==> src/rtl/peak_pkg.sv <==
// Shared types and constants for the FFT peak-scan path: frame size,
// sequencer states and the real/imag field positions inside a packed bin.
package peak_pkg;

  localparam int DEF_NBINS = 16;
  localparam int DEF_FW    = 4;

  typedef enum logic [1:0] {
    FILL = 2'd0,
    SCAN = 2'd1,
    CAPT = 2'd2
  } state_t;

  localparam int RE_MSB = 31;
  localparam int RE_LSB = 16;
  localparam int IM_MSB = 15;
  localparam int IM_LSB = 0;

  // Squared magnitude of a packed bin; worst case (-32768)^2 * 2 needs 33 bits.
  function automatic logic [32:0] bin_mag2(input logic [31:0] bin);
    logic signed [15:0] re;
    logic signed [15:0] im;
    logic signed [33:0] acc;
    re  = bin[RE_MSB:RE_LSB];
    im  = bin[IM_MSB:IM_LSB];
    acc = 34'(re * re) + 34'(im * im);
    return acc[32:0];
  endfunction

endpackage

==> src/rtl/peak_bin_buf.sv <==
// One-frame bin store: a single synchronous write port, a combinational read
// port at any address, and a dedicated combinational tap on entry 0.
module peak_bin_buf #(
  parameter int NBINS = peak_pkg::DEF_NBINS,
  parameter int FW    = peak_pkg::DEF_FW
) (
  input  logic          clk,
  input  logic          wr_en,
  input  logic [FW-1:0] wr_addr,
  input  logic [31:0]   wr_data,
  input  logic [FW-1:0] rd_addr,
  output logic [31:0]   rd_data,
  output logic [31:0]   rd0_data
);

  logic [31:0] mem [NBINS];

  // NOTE: the storage array has no reset; every entry is written during FILL
  // before SCAN reads it, so a reset would only cost flop area and fan-out.
  always_ff @(posedge clk) begin
    if (wr_en) begin
      mem[wr_addr] <= wr_data;
    end
  end

  assign rd_data  = mem[rd_addr];
  assign rd0_data = mem[0];

endmodule

==> src/rtl/peak_scan_ctrl.sv <==
// Frame sequencer ahead of the magnitude comparator: buffers NBINS bins, walks
// them through the comparator against its running winner, then latches the peak.
module peak_scan_ctrl #(
  parameter int NBINS = peak_pkg::DEF_NBINS,
  parameter int FW    = peak_pkg::DEF_FW
) (
  input  logic          clk,
  input  logic          rst,
  input  logic          in_valid,
  input  logic [31:0]   in_data,
  output logic          in_ready,
  output logic          cmp_en,
  output logic [31:0]   cmp_data1,
  output logic [31:0]   cmp_data2,
  output logic [FW-1:0] cmp_freq1,
  output logic [FW-1:0] cmp_freq2,
  input  logic [31:0]   cmp_win_data,
  input  logic [FW-1:0] cmp_win_freq,
  output logic [31:0]   peak_data,
  output logic [FW-1:0] peak_freq,
  output logic          done
);

  import peak_pkg::*;

  localparam logic [FW:0]   LAST_WCNT = (FW+1)'(NBINS - 1);
  localparam logic [FW-1:0] LAST_K    = FW'(NBINS - 1);
  localparam logic [FW-1:0] FIRST_K   = FW'(1);

  state_t        state;
  logic [FW:0]   wcnt;
  logic [FW-1:0] k;
  logic          wr_en;
  logic [31:0]   bin_k;
  logic [31:0]   bin_0;

  assign in_ready = (state == FILL);
  assign cmp_en   = (state == SCAN);
  assign wr_en    = in_ready && in_valid;

  peak_bin_buf #(
    .NBINS (NBINS),
    .FW    (FW)
  ) u_bin_buf (
    .clk      (clk),
    .wr_en    (wr_en),
    .wr_addr  (wcnt[FW-1:0]),
    .wr_data  (in_data),
    .rd_addr  (k),
    .rd_data  (bin_k),
    .rd0_data (bin_0)
  );

  // NOTE: every output of this block gets a default first so no path through
  // the conditionals leaves a value unassigned and infers a latch.
  always_comb begin
    cmp_data1 = '0;
    cmp_freq1 = '0;
    cmp_data2 = '0;
    cmp_freq2 = '0;
    if (state == SCAN) begin
      cmp_data2 = bin_k;
      cmp_freq2 = k;
      if (k != FIRST_K) begin
        cmp_data1 = cmp_win_data;
        cmp_freq1 = cmp_win_freq;
      end else begin
        cmp_data1 = bin_0;
      end
    end
  end

  // NOTE: state is updated with non-blocking assignments so every register
  // samples pre-edge values regardless of statement order.
  always_ff @(posedge clk or negedge rst) begin
    if (!rst) begin
      state     <= FILL;
      wcnt      <= '0;
      k         <= '0;
      peak_data <= '0;
      peak_freq <= '0;
      done      <= 1'b0;
    end else begin
      done <= 1'b0;
      case (state)
        FILL: begin
          if (in_valid) begin
            if (wcnt == LAST_WCNT) begin
              state <= SCAN;
              wcnt  <= '0;
              // Index 0 is consumed as the seed operand, so the scan starts at 1.
              k     <= FIRST_K;
            end else begin
              wcnt <= wcnt + 1'b1;
            end
          end
        end
        SCAN: begin
          if (k == LAST_K) begin
            state <= CAPT;
            k     <= '0;
          end else begin
            k <= k + 1'b1;
          end
        end
        CAPT: begin
          peak_data <= cmp_win_data;
          peak_freq <= cmp_win_freq;
          done      <= 1'b1;
          wcnt      <= '0;
          state     <= FILL;
        end
        default: state <= FILL;
      endcase
    end
  end

endmodule

==> config.mk <==
export PLATFORM = sky130hd
export DESIGN_NAME = peak_scan_ctrl
export DESIGN_NICKNAME = d
export VERILOG_FILES = /design/src/rtl/peak_pkg.sv /design/src/rtl/peak_bin_buf.sv /design/src/rtl/peak_scan_ctrl.sv
export SDC_FILE = /design/constraint.sdc
export NUM_CORES = 1
export LEC_CHECK = 0
export ABC_AREA = 1
export BUFFER_PORTS_ARGS = -buffer_cell sky130_fd_sc_hd__buf_2
export CORE_MARGIN = 10
export CORE_UTILIZATION = 35
export DETAILED_ROUTE_END_ITERATION = 8
export GPL_TIMING_DRIVEN = 0
export SLEW_MARGIN = 20
export SYNTH_ARGS = -nofsm -noshare
export SYNTH_HDL_FRONTEND = slang
export SYNTH_HIERARCHICAL = 1
export SYNTH_SLANG_ARGS = --single-unit
==> constraint.sdc <==
create_clock -name clk -period 3.93 [get_ports clk]
set_clock_uncertainty 0.2 [all_clocks]
set_input_delay 0.786 -clock clk [delete_from_list [all_inputs] [get_ports clk]]
set_output_delay 0.786 -clock clk [all_outputs]
set_load 0.02 [all_outputs]
==> results.cfg <==
[run_status]
status = completed

[worst_setup_path]
regToRegStartpoint = state[1]$_DFFE_PN0P_
path_class = flip-flop to primary output
required_ns = 2.94
regToRegEndpoint = u_bin_buf/mem[13][15]$_DFFE_PP_
critical_path_arrival_ns = 2.84
reg2reg_slack_ns = 1.01
ff2ff_path_depth = 6
critPathCaptureType = primary output
critPathMaxFanout = 10
startpoint_type = flip-flop

[hold_path]
worstHoldPathCells = 3
hp-class = primary input to flip-flop
worstHoldStart = cmp_win_data[8]
holdPathEnd = peak_data[8]$_DFFE_PN0P_

[yosys]
synth_compound_area_share_pct = 2.50
synth.yosys.seq_area_share_pct = 66.0
synth_area_leader_cell = edfxtp_1
yosys.area_share.simple_pct = 20.6
synth_top_family_by_area = simple AND/OR/NAND/NOR gates
synthTopCellsByArea = edfxtp_1 (61%), nand2_1 (11%), nand3_1 (7.9%)
synth_fp_nets = 2547
ys_seq_elements = 560
ys_types = 29
yosysWarnings = 6
syn_area_um2 = 25100
synth-xor-area-share_pct = 0
netlist_instances = 2473
synth_top_cell_area_share_pct = 61.2
synthMuxAreaShare_pct = 0
synthAdderAreaFrac_pct = 0.149
avgSynthCellArea_um2 = 10.2

[placed_design]
io_buffers = 181
dp_slack_ns = 0.529
gp_congestion = 0.825
dp_hpwl_um = 52500

[detailed_routing]
via_per_inst = 4.79
drt-pass1-iter-count = 5
drtIter0Drc = 1653
routed-via-count = 17800
wl_um = 76000
ant_nets = 0
avgRoutedWirePerCell_um = 20.4
drc = 0

[clocking]
cts_tree = built
htreeDepth = 2
cts-root-buf = clkbuf_16
worstSkewPairLatency_ns = 0.62
cts_max_path_buffers = 3
cts_sinks = 560
path_clk_slew_ns = 0.06
cts_buffers = 56

[power]
ir_drop_uv = 407
p_leak_nw = 13.1
p_per_area_nw_per_um2 = 712

[floorplanning]
coreArea_um2 = 71400
start_util_pct = 35.2
die_w_um = 288
chipHeight_um = 288
design.die.area_um2 = 82900
fp-row-count = 98
boundaryPins = 182

[sta]
rsz0062_at_grt = true
slew_headroom_pct = 44.3
final_hold_viol_count = 0
hold_slack_ns = 0.223
setup_viol = 0
period_needed_ns = 3.82
worst_slack_ns = 0.108
tightestPinTransition_ns = 0.833
fmax_ghz = 0.262
final.period_utilization_pct = 97.3
maxSlewViolCount = 0

[layout]
drive_gt1_share_pct = 16.6
synthToLayoutAreaGrowth_pct = 17.8
nets = 2805
num-fill-cells = 6853

[grt]
antenna_found_initial = 10
grt_first_pass_wirelength_um = 109000
grt_overflow = 0
grt_usage_pct = 17.8
grt_max_degree = 49
grt_pass1_vias = 16900

[run]
maxCapViolations = 0
==> how the worst max path moves through the flow <==
stage / from / to / slack (ns)
detailed placement: k[2]$_DFFE_PN0P_ / cmp_data2[23] / 0.53
finish: k[1]$_DFFE_PN0P_ / cmp_data2[12] / 0.11
global route: k[1]$_DFFE_PN0P_ / cmp_data2[17] / -0.001
CTS: k[1]$_DFFE_PN0P_ / cmp_data2[17] / 0.04
global placement: in_valid / u_bin_buf/mem[9][18]$_DFFE_PP_ / -1.27
floorplan: state[1]$_DFFE_PN0P_ / u_bin_buf/mem[11][0]$_DFFE_PP_ / 0.70
==> report_power, final <==
group	total (W)	switching [W]	internal, W
Combinational	0.00867	0.00612	0.00255
Sequential	0.00722	0.000201	0.00702
Clock	0.00518	0.00228	0.00291
==> synth_stat cells, drive strengths merged <==
master / instances
nand2: 729
edfxtp: 512
inv: 474
nand3: 399
buf: 117
o21ai: 73
nor2: 62
dfrtp: 48
a21oi: 35
clkbuf: 11
nor3: 4
ha: 3
nand4: 2
a22o: 1
o21a: 1
o21bai: 1
or2: 1
==> critical path, stage by stage, from the launching register on <==
cell and delay (ns):
dfrtp_1 0.49, inv_1 0.10, buf_2 0.39, buf_4 0.32, nand2_1 0.08, nand3_1 0.07
nand3_1 0.13, nand2_1 0.11, inv_1 0.05, nor2_1 0.24, buf_2 0.23
==> metal layers <==
layer / wire length, um / vias to the layer above / track usage [%]
met3: 6990 / 163 / 4.42
li1: - / 8462 / -
met4: 2900 / 14 / 7.01
met1: 30400 / 8406 / 22.2
met5: 77 / - / 0
met2: 35600 / 795 / 29.3
==> final cells by class <==
class	count	area, um^2	area share [%]
Antenna cell	1	2.50	0.00846
Buffer	127	955	3.23
Tap cell	950	1190	4.02
Sequential cell	560	16600	56.0
Clock buffer	68	1470	4.96
Clock inverter	35	272	0.917
Inverter	474	1780	6.03
Timing Repair Buffer	201	1380	4.67
Multi-Input combinational cell	1311	5970	20.2
==> state kept, by name, indices dropped and copies added, names as in the netlist <==
| name | cells |
|---|---|
| k | 4 |
| u_bin_buf/mem | 512 |
| wcnt | 5 |
| peak_data | 32 |
| done | 1 |
| peak_freq | 4 |
| state | 2 |
==> cells by family (layout without fill, tap and decap cells) <==
group / count (synthesis) / in the layout
DFF: 560 / 560
adders and majority gates: 3 / 3
buffers and inverters: 602 / 905
other: 0 / 1
AOI/OAI and AO/OA: 111 / 111
and+or+nand+nor: 1197 / 1197
==> timing repair <==
item | in CTS | in global routing
gates cloned | 0 | 0
resized for setup | 11 | 10
buffers inserted | 0 | 0
setup endpoints to repair | 25 | 12
hold endpoints to repair | 48 | 0
hold buffers | 1 | 0
==> placed cells by master (no fill, tap or decap), drive strengths merged <==
master,count
nor2,62
buf,308
clkinv,26
clkinvlp,3
nand4,2
bufinv,4
nand2,729
inv,476
or2,1
ha,3
o21ai,73
nand3,399
dlygate4sd3,1
clkdlybuf4s15,1
a22o,1
diode,1
nor3,4
o21a,1
clkbuf,86
a21oi,35
dfrtp,48
edfxtp,512
o21bai,1
==> stage by stage <==
step,cell area (um^2),util [%],cells,total power [W],TNS [ns]
floorplan,25100,-,2473,0.0126,0
global placement,27200,38.1,3604,0.0157,-484.56
detailed placement,27800,39.0,3623,0.0159,0
CTS,29600,41.4,3726,0.0211,0
global route,29600,41.5,3726,0.0221,-0.00126
finish,29600,41.5,3727,0.0211,0
No activity file was read; power rests on OpenSTA's default activity.
